## src/rtl/rr_bus_arbiter.sv

```systemverilog
// N-way shared-bus arbiter: round-robin or fixed-priority selection, grant held
// while the owner keeps requesting, with optional hold-limit preemption under contention.
module rr_bus_arbiter #(
    parameter int NUM_REQ  = 4,
    parameter int MAX_HOLD = 8,
    parameter int ID_W     = 2
) (
    input  logic               clk,
    input  logic               rst,
    input  logic [NUM_REQ-1:0] req,
    input  logic               mode,
    output logic [NUM_REQ-1:0] grant,
    output logic               grant_valid,
    output logic [ID_W-1:0]    grant_id,
    output logic               hold_expired
);

    // MAX_HOLD=0 disables preemption; keep a 1-bit counter so the width never collapses
    localparam int CNT_W = (MAX_HOLD > 0) ? $clog2(MAX_HOLD + 1) : 1;
    localparam logic [CNT_W-1:0] CNT_MAX  = CNT_W'(MAX_HOLD);
    localparam logic [CNT_W-1:0] CNT_LAST = CNT_W'((MAX_HOLD > 0) ? MAX_HOLD - 1 : 0);

    typedef enum logic {
        IDLE  = 1'b0,
        GRANT = 1'b1
    } state_t;

    state_t             state;
    logic [ID_W-1:0]    rr_ptr;
    logic [CNT_W-1:0]   hold_cnt;

    logic [NUM_REQ-1:0] others;
    logic [NUM_REQ-1:0] pool;
    logic               own_req;
    logic [ID_W-1:0]    pick;
    logic               do_grant;
    logic               do_drop;
    logic               do_expire;
    logic [CNT_W-1:0]   cnt_next;

    // Rotate the pool so rr_ptr lands on bit 0, take the lowest set bit, then un-rotate.
    function automatic logic [ID_W-1:0] rr_pick(input logic [NUM_REQ-1:0] p,
                                                input logic [ID_W-1:0]    ptr);
        logic [2*NUM_REQ-1:0] dbl;
        logic [NUM_REQ-1:0]   rot;
        logic [ID_W-1:0]      sel;
        logic                 found;
        dbl   = {p, p} >> ptr;
        rot   = dbl[NUM_REQ-1:0];
        sel   = '0;
        found = 1'b0;
        for (int i = 0; i < NUM_REQ; i++) begin
            if (!found && rot[i]) begin
                sel   = ID_W'((int'(ptr) + i) % NUM_REQ);
                found = 1'b1;
            end
        end
        return sel;
    endfunction

    function automatic logic [ID_W-1:0] fixed_pick(input logic [NUM_REQ-1:0] p);
        logic [ID_W-1:0] sel;
        sel = '0;
        for (int i = NUM_REQ - 1; i >= 0; i--) begin
            if (p[i]) begin
                sel = ID_W'(i);
            end
        end
        return sel;
    endfunction

    function automatic logic [NUM_REQ-1:0] to_onehot(input logic [ID_W-1:0] id);
        logic [NUM_REQ-1:0] v;
        v    = '0;
        v[0] = 1'b1;
        return v << id;
    endfunction

    function automatic logic [ID_W-1:0] next_ptr(input logic [ID_W-1:0] id);
        return ID_W'((int'(id) + 1) % NUM_REQ);
    endfunction

    always_comb begin
        others    = req & ~grant;
        own_req   = |(req & grant);
        pool      = (state == IDLE) ? req : others;
        pick      = mode ? fixed_pick(pool) : rr_pick(pool, rr_ptr);
        do_grant  = 1'b0;
        do_drop   = 1'b0;
        do_expire = 1'b0;
        cnt_next  = '0;
        case (state)
            IDLE: begin
                do_grant = |req;
            end
            GRANT: begin
                if (own_req) begin
                    if (others != '0) begin
                        if ((MAX_HOLD > 0) && (hold_cnt == CNT_LAST)) begin
                            do_grant  = 1'b1;
                            do_expire = 1'b1;
                        end else begin
                            cnt_next = (hold_cnt == CNT_MAX) ? hold_cnt : hold_cnt + CNT_W'(1);
                        end
                    end
                end else if (others != '0) begin
                    // owner released with others waiting: hand off with no idle gap
                    do_grant = 1'b1;
                end else begin
                    do_drop = 1'b1;
                end
            end
            default: begin
                do_drop = 1'b1;
            end
        endcase
    end

    always_ff @(posedge clk) begin
        if (rst) begin
            state        <= IDLE;
            grant        <= '0;
            grant_valid  <= 1'b0;
            grant_id     <= '0;
            hold_expired <= 1'b0;
            hold_cnt     <= '0;
            rr_ptr       <= '0;
        end else begin
            hold_cnt     <= cnt_next;
            hold_expired <= do_expire;
            if (do_grant) begin
                state       <= GRANT;
                grant       <= to_onehot(pick);
                grant_valid <= 1'b1;
                grant_id    <= pick;
                rr_ptr      <= next_ptr(pick);
            end else if (do_drop) begin
                state       <= IDLE;
                grant       <= '0;
                grant_valid <= 1'b0;
                grant_id    <= '0;
            end
        end
    end

endmodule

```

## config.mk

```make
export PLATFORM = sky130hd
export DESIGN_NAME = rr_bus_arbiter
export DESIGN_NICKNAME = d
export VERILOG_FILES = /design/src/rtl/rr_bus_arbiter.sv
export SDC_FILE = /design/constraint.sdc
export NUM_CORES = 1
export LEC_CHECK = 0
export ABC_AREA = 1
export CORE_UTILIZATION = 55
export DETAILED_ROUTE_END_ITERATION = 8
export PLACE_DENSITY = 0.82
export SYNTH_ARGS = -nofsm -noshare
export SYNTH_HDL_FRONTEND = slang
export SYNTH_SLANG_ARGS = --single-unit
```

## constraint.sdc

```tcl
create_clock -name clk -period 3.85 [get_ports clk]
set_clock_uncertainty 0.05 [all_clocks]
set_input_delay 0.385 -clock clk [delete_from_list [all_inputs] [get_ports clk]]
set_output_delay 0.385 -clock clk [all_outputs]
set_load 0.1 [all_outputs]
```

* Word level (Yosys, flattened, before mapping)
Index checks and enable logic that the tools add are counted.
Cells by class: mux-type cells 27, shifts and indexed selects 2, eq/ne operators 2, add/subtract/negate cells 5, reduce and logical (&&, ||, !) cells 12, bitwise logic cells 6
Operator list (number):
- 2-to-1 mux 2 bit | 11
- 2-to-1 mux 1 bit | 12
- 2-to-1 mux 4 bit | 3
- AND 4 bit | 2
- OR reduction 4 bit | 2
- >> shifter 8 x 2 -> 4 bit | 1
- OR reduction 5 bit | 1
- adder 2 x 1 -> 2 bit, second input constant | 2
- adder 2 bit, second input constant | 2
- adder 4 x 1 -> 4 bit, second input constant | 1
- equality test 4 x 3 -> 1 bit, second input constant | 1
- equality test 4 bit, second input constant | 1
- NOT 4 bit | 1
- nonzero test 4 bit | 1
- left shift 1 x 2 -> 4 bit, first input constant | 1
- logical AND 1 bit | 3
- zero test 1 bit | 3
- NOT 1 bit | 3
- OR reduction 3 bit | 1
- case mux 1 bit (2 select lines) | 1
- nonzero test 2 bit | 1
Word-level totals: flip-flop bits (word level) 14, output and inout bits 8, input bits 7

* Logic depth before layout (Yosys ltp)
Gate-level depths: netlist (run 1).
depth after elaboration 17, depth in mapped cells 17

* Worst setup path after synthesis (run 1)
Ideal clock, no wire load.
kind reg-to-reg, start point register state, end point register rr_ptr[1], required time 3.679 ns, data arrival time 2.471 ns, setup slack 1.208 ns, clock period less this slack 2.642 ns, buffers on the path 0, cell stages (with the launch flop) 15, cells stage by stage dfxtp_1 inv_2 nand2_2 nand3_1 nand3_1 nand2_2 nor2_4 nand2_1 nand3_1 nand3_2 nand2_1 inv_1 ha_1 o21ai_1 a21oi_1
Between the ends: word-level cells in the longest chain between the ends 14, elaborated cells between the ends (all ways) 23, those cells by class add/sub (1); shift (1); mux (14); bitwise (1); reduce/logical (6)
Ends and longest elaborated chain:
- from (decl) | line 28 | state_t state;
- from (signal assigned) | line 121 | state <= IDLE;
- from (signal assigned) | line 132 | state <= GRANT;
- from (signal assigned) | line 138 | state <= IDLE;
- 2-to-1 mux 4 bit | line 86 | pool = (state == IDLE) ? req : others;
- >> shifter 8 x 2 -> 4 bit | line 48 | dbl = {p, p} >> ptr;
- 2-to-1 mux 1 bit | line 53 | if (!found && rot[i]) begin
- zero test 1 bit | line 53
- logical AND 1 bit | line 53
- 2-to-1 mux 1 bit | line 53
- zero test 1 bit | line 53
- logical AND 1 bit | line 53
- 2-to-1 mux 1 bit | line 53
- zero test 1 bit | line 53
- logical AND 1 bit | line 53
- 2-to-1 mux 2 bit | line 53
- 2-to-1 mux 2 bit | line 87 | pick = mode ? fixed_pick(pool) : rr_pick(pool, rr_ptr);
- adder 2 x 1 -> 2 bit | line 80 | return ID_W'((int'(id) + 1) % NUM_REQ);
- to (signal assigned) | line 136 | rr_ptr <= next_ptr(pick);
- to (decl) | line 29 | logic [ID_W-1:0] rr_ptr;
Parallel ways exist; a longest one is shown, timed or not. A chain may end at the register's enable or synchronous reset.

==> results of run 1 <==
==> cell families (layout without fill, tap and decap cells) <==
kind of cell | count (synthesis) | count (layout) | share of synthesized area, %
xor+xnor | 2 | 2 | 1.71
simple gates | 88 | 88 | 40.3
fa+ha+maj | 6 | 6 | 7.34
flops | 14 | 14 | 27.4
buf+inv | 29 | 44 | 10.8
compound gates | 20 | 20 | 12.5
==> cells in the mapped netlist (all sizes together) <==
library cell	count	area, sq um
inv	26	97.6
a21oi	12	63.8
nand4	2	12.5
nor3	1	5.00
nor2	8	37.5
a31oi	1	6.26
o21ai	4	23.8
a221oi	1	15.0
buf	1	5.00
nand2	50	213
clkbuf	2	7.51
o31ai	1	7.51
nand3	25	130
nor4	1	6.26
xnor2	1	8.76
ha	6	75.1
o2111a	1	11.3
dfxtp	14	280
xor2	1	8.76
nand3b	1	7.51
==> routing by layer <==
layer	up-vias	GRT usage [%]	part of all wire (%)
li1	544	-	-
met1	474	35.1	46
met2	28	44.3	48
met3	4	4.80	4.8
met4	0	9.70	1.1
met5	-	0	0
==> power breakdown <==
part | internal, uW | leakage [uW] | switching (uW)
registers | 163 | 0.000115 | 27.3
clock network | 57.6 | 0.0000210 | 49.8
logic | 102 | 0.000438 | 233
total | 323 | 0.000573 | 310
==> sequential cells by signal, summed over array words and instances (netlist names) <==
register      count
grant             4
grant_id          2
hold_cnt          4
hold_expired      1
rr_ptr            2
state             1
==> final timing paths <==
path | startpoint | endpoint | slack [ps] | cells past startpoint
hold / removal | grant_id[0] | grant_id[0] | 420 | 2
setup reg to reg | rr_ptr[0] | rr_ptr[1] | 1680 | 14
hold reg to reg | grant_id[0] | grant_id[0] | 420 | 2
setup / recovery | state | grant_valid | 1500 | 1
==> area by class of cell <==
type | count | area (sq um) | area share, %
clock buffer | 4 | 36.3 | 2.98
inverter | 26 | 97.6 | 8.02
multi-input combinational | 116 | 632 | 51.9
sequential | 14 | 280 | 23.0
tap | 25 | 31.3 | 2.57
timing repair buffer | 14 | 140 | 11.5
==> metrics by stage <==
step	cells	power, uW	hold WS [ps]	setup slack [ps]
floorplan	159	456	443	1210
global placement	195	517	401	1360
detailed placement	195	524	403	1280
CTS	199	634	417	1500
global route	199	679	441	1360
finish	199	633	418	1500
==> results.toml, run 1 <==
[route]
detail_route.iter0.violations = 29
via_count = 1050
avgViaCountPerCell = 5.28
drc = 0
route.antenna.remaining_nets = 0
drt_wl_total_microns = 2330
wl_per_cell_microns = 11.7
drt_pre_antenna_iters = 4

[clock_tree]
postCtsHoldBufs = 0
cts-buffers-inserted = 3
post_cts_resize_count = 0
path_clk_slew_ps = 90
deepest_clock_path_buffer_count = 2
number_of_sinks_handled_by_clock_tree_synthesis = 14
cts.htree.levels = 1
tritoncts = "built"
clockRootBuffer = "clkbuf_4"
post_cts_buffers = 0
clkLatencyLatePin_ps = 280

[floorplan]
die_h_microns = 45.1
placement_rows = 15
design.die.area_sq_mm = 0.00203
floorplan.die.width_microns = 45.1
start_util_pct = 59.2
io_pins = 15
floorplan.core_area_sq_mm = 0.00173

[final_layout]
post_route_standard_cell_area_excluding_fillers_sq_mm = 0.00122
num-nets-final = 188
final_common_cell = "nand2_1"
final_layout_size_suffix_gt1_share_pct = 11.5
most-common-layout-cells = "nand2_1 (42), nand3_1 (24), inv_1 (23)"
utilization_after_layout_pct = 70.5
final.fill_count = 164
syn_to_final_growth_pct = 19.1
antenna_cell_count = 0

[worst_hold_path]
timing.hold.worst.class = "reg -> reg"

[setup_path]
worstSetupEndpointType = "primary output"
critical_path_class = "reg -> out"
critical_path.slowest_cell = "clkdlybuf4s50_1"
worst-path-buf-inv = 1
critical_path.max_stage_delay_ps = 1180
critical_path.top_delay_family = "buffers and inverters"
worst_path_required_ps = 3410
cp-start-kind = "flip-flop"
worstPathMaxFanout = 5
critPathArrivalTime_ps = 1920
crit_path_cell_trace = "clkdlybuf4s50_1"

[grt]
grt_pass1_vias = 930
number_of_antenna_violations_at_the_first_check_in_global_routing = 0
grt_start_max_net_pins = 10
grt_util_overall_pct = 26.9
grt-ovfl-total = 0
grt_pass1_wl_microns = 3980

[synth]
ys_warnings = 0
distinct_cell_type_count_of_the_synthesized_netlist = 28
postSynthAreaPerCell_sq_um = 6.43
postSynthRegisterBits = 14
syn-cell-area_sq_mm = 0.00102
synth-seq-area-share_pct = 27.4
mapped_cells = 159
synth_fp_nets = 172

[placed_design]
placed_area_sq_mm = 0.00118
port-buffer-count = 14
place.detailed.hpwl_microns = 1820
finalWeightedCongestion = 0.861

[pwr]
peak_supply_drop_v = 0.000396
power.leakage_uw = 0.000573
power_per_cell_area_mw_per_mm2 = 520

[flow_run]
drv.max_cap_violation_count = 0

[sta]
maxClockFrequency_mhz = 425
grt_setup_unrepaired = "no"
final-hold-violation-count = 0
timing.setup.tns_ps = 0
share_of_the_cycle_needed_by_the_critical_path_after_routing_pct = 61.1
finalSetupViolCount = 0
timing.slew.headroom_pct = 33.6
post-route-min-period_ps = 2350
maxSlewViolCount = 0
worst-slew-pin-transition_ps = 993

[outcome]
run_status = "finished, final reports clean"
Power figures use the tool's default switching activity.
==> run 2: changes to the inputs <==
--- a/config.mk
+++ b/config.mk
@@ -6,9 +6,9 @@
 export NUM_CORES = 1
 export LEC_CHECK = 0
 export ABC_AREA = 1
-export CORE_UTILIZATION = 55
+export CORE_UTILIZATION = 48
 export DETAILED_ROUTE_END_ITERATION = 8
-export PLACE_DENSITY = 0.82
+export PLACE_DENSITY = 0.76
 export SYNTH_ARGS = -nofsm -noshare
 export SYNTH_HDL_FRONTEND = slang
 export SYNTH_SLANG_ARGS = --single-unit
==> constraint.sdc (replaced) <==
create_clock -name clk -period 2.15 [get_ports clk]
set_clock_uncertainty 0.05 [all_clocks]
set_input_delay 0.215 -clock clk [delete_from_list [all_inputs] [get_ports clk]]
set_output_delay 0.215 -clock clk [all_outputs]
set_load 0.1 [all_outputs]
==> run 2 against run 1 <==
Clock power rose by 48%. Cell area is 12% higher. Critical path type is now reg -> reg. Highest routed layer unchanged. First-iteration DRC count rose by 38%. Global-route usage fell by 4.1 points.
==> results.toml, run 2 (synthesized netlist as in run 1, its figures left out) <==
[sta]
final-hold-violation-count = 0
maxSlewViolCount = 0
timing.setup.tns_ps = 0
timing.slew.headroom_pct = 77.1
setup_slack_of_the_critical_path_after_layout_ps = 169
maxClockFrequency_mhz = 505
finalSetupViolCount = 0
post-route-min-period_ps = 1980
worst-slew-pin-transition_ps = 340
share_of_the_cycle_needed_by_the_critical_path_after_routing_pct = 92.2

[setup_path]
critical_path_class = "reg -> reg"
worst_path_most_repeated_cell = "nand2_1"
worst_path_required_ps = 2280
crit_cells = 14
worstSetupEndpointType = "flip-flop"
critical_path.top_delay_family = "simple AND/OR/NAND/NOR gates"
worst-path-buf-inv = 1
cp-start-kind = "flip-flop"
critical_path.max_stage_delay_ps = 390
critPathArrivalTime_ps = 2110
r2r_cell_count = 14
critical_path.slowest_cell = "dfxtp_4"
crit_path_cell_trace = "nand2_1 -> nand2_2 -> nand2_1 -> nand3_1 -> nand2_2 -> nor2_4 -> nand2_1 -> nand3_1 -> nand3_2 -> nand2_1 -> inv_1 -> ha_1 -> o21ai_1 -> a21oi_1"
worstPathMaxFanout = 4

[clock_tree]
clkLatencyLatePin_ps = 280
clockRootBuffer = "clkbuf_4"
number_of_sinks_handled_by_clock_tree_synthesis = 14
deepest_clock_path_buffer_count = 2
path_clk_slew_ps = 90
tritoncts = "built"
postCtsHoldBufs = 0
cts-buffers-inserted = 3
cts.htree.levels = 1

[route]
drt_wl_total_microns = 2450
route.antenna.remaining_nets = 0
drc = 0
via_count = 1101
wl_per_cell_microns = 11.3
avgViaCountPerCell = 5.05
detail_route.iter0.violations = 40
drt_pre_antenna_iters = 4

[grt]
grt_pass1_wl_microns = 3730
grt-ovfl-total = 0
number_of_antenna_violations_at_the_first_check_in_global_routing = 0
grt_util_overall_pct = 22.8
grt_pass1_vias = 909
grt_start_max_net_pins = 9

[final_layout]
utilization_after_layout_pct = 68.8
final_common_cell = "nand2_1"
num-nets-final = 205
most-common-layout-cells = "nand2_1 (39), buf_4 (24), inv_1 (23), nand3_1 (23)"
post_route_standard_cell_area_excluding_fillers_sq_mm = 0.00136
syn_to_final_growth_pct = 33.4
reg.largest.list = "grant: 4 flops, hold_cnt: 4 flops"
final.fill_count = 163
antenna_cell_count = 0
final_layout_size_suffix_gt1_share_pct = 28.3

[pwr]
totalPowerFinal_uw = 1170
power.leakage_uw = 0.000687
peak_supply_drop_v = 0.000793
power_per_cell_area_mw_per_mm2 = 861

[floorplan]
start_util_pct = 51.6
placement_rows = 16
die_h_microns = 48.2
design.die.area_sq_mm = 0.00232
floorplan.die.width_microns = 48.2
io_pins = 15
floorplan.core_area_sq_mm = 0.00198

[placed_design]
dpl_worst_slack_ps = -160
placed_area_sq_mm = 0.00130
place.detailed.hpwl_microns = 1920
port-buffer-count = 14
finalWeightedCongestion = 0.884

[worst_hold_path]
min_delay_path_depth = 2
timing.hold.worst.class = "reg -> reg"

[flow_run]
drv.max_cap_violation_count = 0

[outcome]
run_status = "finished, final reports clean"
## run 2: cell types whose count changed in the layout (fill, tap and decap cells not counted), moves of 2 or more
cell / previous run / this run
buf_4: 0 / 24
nand2_1: 42 / 39
clkdlybuf4s50_1: 14 / 4
dfxtp_1: 14 / 9
dfxtp_4: 0 / 5
dlymetal6s2s_1: 0 / 2
nand2_2: 7 / 10
## run 2: worst register-to-register path: cells and delay by family (launching register included)
| kind | cells | cell delay, ps |
|---|---|---|
| DFF | 1 | 390 |
| buffers and inverters | 1 | 70 |
| AOI/OAI and AO/OA | 2 | 170 |
| and+or+nand+nor | 10 | 900 |
| adders and majority gates | 1 | 300 |
## run 2: final timing paths
path	start	to	slack, ps
setup reg to reg	state	rr_ptr[1]	170
hold reg to reg	grant_id[0]	grant_id[0]	420
setup / recovery	state	rr_ptr[1]	170
hold / removal	grant_id[0]	grant_id[0]	420
## run 2: area by class of cell
type / instances / area [sq um] / area share, %
inverter: 26 / 100 / 7.34
timing repair buffer: 31 / 256 / 18.8
multi-input combinational: 116 / 648 / 47.5
tap: 27 / 33.8 / 2.48
sequential: 14 / 299 / 21.9
clock buffer: 4 / 26.3 / 1.93
## run 2: through the flow
| stage | instances | hold slack (ps) |
|---|---|---|
| CTS | 217 | 417 |
| global placement | 213 | 401 |
| detailed placement | 213 | 404 |
| global route | 218 | 453 |
| finish | 218 | 417 |
| floorplan | 159 | 399 |
## run 2: what timing repair did
action | CTS | global route
endpoints found under the setup margin | 0 | 5
resized for setup | 0 | 9
buffers inserted | 0 | 1
endpoints found under the hold margin | 0 | 0
## run 2: per-layer routing
layer	track usage (%)	share of wire, %	wire, microns
met3	1.11	3.7	91
met4	8.33	0.86	21
met1	31.0	47	1160
met2	38.1	48	1180
met5	0	0	0
## run 2: where the power goes
part	leakage (uW)	internal (uW)	switching, uW
combinational	0.000554	236	448
clock	0.0000150	72.0	85.9
sequential	0.000118	295	37.0
==> run 3: changes to the inputs <==
--- a/config.mk
+++ b/config.mk
@@ -6,7 +6,9 @@
 export NUM_CORES = 1
 export LEC_CHECK = 0
 export ABC_AREA = 1
+export CORE_MARGIN = 2
 export CORE_UTILIZATION = 48
+export CTS_CLUSTER_SIZE = 20
 export DETAILED_ROUTE_END_ITERATION = 8
 export PLACE_DENSITY = 0.76
 export SYNTH_ARGS = -nofsm -noshare
==> run 3 against run 2 <==
Sequential share of layout area decreased by 0.30 points. Wire length increased by 5.6%. Sequential power about the same. Critical endpoint unchanged. Largest cell class unchanged. Highest routed layer unchanged.
==> results.toml, run 3 (synthesized netlist as in run 1, its figures left out) <==
[clock_tree]
postCtsHoldBufs = 0
cts-buffers-inserted = 3
number_of_sinks_handled_by_clock_tree_synthesis = 14
clockRootBuffer = "clkbuf_4"
cts.htree.levels = 1
tritoncts = "built"
path_clk_slew_ps = 90
deepest_clock_path_buffer_count = 2
clkLatencyLatePin_ps = 280

[route]
detail_route.iter0.violations = 33
wl_per_cell_microns = 11.9
avgViaCountPerCell = 5.30
route.antenna.remaining_nets = 0
via_count = 1155
drt_wl_total_microns = 2590
drt_pre_antenna_iters = 4
drc = 0

[placed_design]
dp_cells = 212
dpl_worst_slack_ps = -218
port-buffer-count = 14
finalWeightedCongestion = 0.928
place.detailed.hpwl_microns = 1940

[sta]
final-hold-violation-count = 0
setup_slack_of_the_critical_path_after_layout_ps = 166
worst-slew-pin-transition_ps = 351
maxSlewViolCount = 0
share_of_the_cycle_needed_by_the_critical_path_after_routing_pct = 92.3
maxClockFrequency_mhz = 504
timing.slew.headroom_pct = 76.4
post-route-min-period_ps = 1980
finalSetupViolCount = 0

[grt]
number_of_antenna_violations_at_the_first_check_in_global_routing = 0
grt_start_max_net_pins = 10
grt_pass1_wl_microns = 4170
grt-ovfl-total = 0
grt_util_overall_pct = 21.6
grt_pass1_vias = 1003

[setup_path]
cp-start-kind = "primary input"
critical_path_class = "in -> reg"
timing.rr.start = "state"
worst_path_required_ps = 2280
worstReg2RegEnd = "rr_ptr[1]"
critPathArrivalTime_ps = 2110
worstPathMaxFanout = 4
worst-r2r-setup-slack_ps = 170
r2r_cell_count = 16
worstSetupEndpointType = "flip-flop"

[worst_hold_path]
hold_end = "grant_id[0]"
timing.hold.worst.class = "reg -> reg"
hold_path.startpoint = "grant_id[0]"
min_delay_path_depth = 2

[pwr]
power_per_cell_area_mw_per_mm2 = 862
peak_supply_drop_v = 0.000710
totalPowerFinal_uw = 1190
power.leakage_uw = 0.000686

[floorplan]
floorplan.core_area_sq_mm = 0.00198
placement_rows = 16
design.die.area_sq_mm = 0.00252
floorplan.die.width_microns = 50.2
io_pins = 15
die_h_microns = 50.2
start_util_pct = 51.6

[final_layout]
num-nets-final = 205
final.fill_count = 161
final_common_cell = "nand2_1"
syn_to_final_growth_pct = 35.3
reg.largest.list = "grant: 4 flops, hold_cnt: 4 flops"
fin_cells = 218
final_layout_size_suffix_gt1_share_pct = 30.9
most-common-layout-cells = "nand2_1 (37), buf_4 (25), inv_1 (22)"
antenna_cell_count = 0

[outcome]
run_status = "finished, final reports clean"

[flow_run]
drv.max_cap_violation_count = 0
==> run 3: final cells by class <==
type | instances | area (sq um) | share of cell area [%]
Multi-Input combinational cell | 116 | 673 | 48.7
Sequential cell | 14 | 299 | 21.6
Timing Repair Buffer | 31 | 250 | 18.1
Inverter | 26 | 100 | 7.24
Tap cell | 27 | 33.8 | 2.44
Clock buffer | 4 | 26.3 | 1.90
==> run 3: worst max-delay path: stages <==
cell and delay [ps]:
clkdlybuf4s50_1 530, inv_1 70, a21oi_2 130, nand2_1 80, nand3_1 100, nand2_2 70
nand2_2 80, inv_2 40, nand3_1 50, nand2_1 50, inv_1 60, nand2_2 60
nand2_1 90, inv_2 50, ha_1 260, o21ai_1 120, a21oi_1 50
==> run 3: metrics by stage <==
step	TNS [ps]	hold WS, ps	utilization [%]	cell area (sq um)
5_1_grt	-1.65	461	69.8	1380
6_report	0	420	69.8	1380
2_1_floorplan	0	399	-	1040
3_3_place_gp	-383	403	65.3	1290
4_1_cts	0	421	66.7	1320
3_5_place_dp	-701	408	65.3	1290
==> run 3: how the worst max path moves through the flow <==
stage,start,to,slack [ps],cells after the start
finish,req[1],rr_ptr[1],170,17
global route,state,rr_ptr[1],-2,15
CTS,req[1],rr_ptr[1],90,17
detailed placement,req[1],rr_ptr[1],-220,17
global placement,req[1],rr_ptr[1],-120,17
floorplan,state,rr_ptr[1],70,14
==> run 3: what timing repair did <==
item	4_1_cts	5_1_grt
setup buffers	0	2
resized for setup	0	14
endpoints found under the setup margin	0	5
==> run 3: per-layer routing <==
layer | up-vias | track usage (%) | part of all wire [%]
li1 | 587 | - | -
met1 | 531 | 27.9 | 45
met4 | 0 | 9.72 | 2.5
met3 | 6 | 2.68 | 4.4
met5 | - | 0 | 0
met2 | 31 | 35.7 | 48
==> run 3: where the power goes <==
part / internal [uW] / switching [uW] / total [uW] / leakage [uW]
Sequential: 295 / 37.0 / 332 / 0.000118
Combinational: 240 / 462 / 702 / 0.000553
Clock: 72.1 / 85.0 / 157 / 0.0000150
Total: 607 / 584 / 1190 / 0.000686
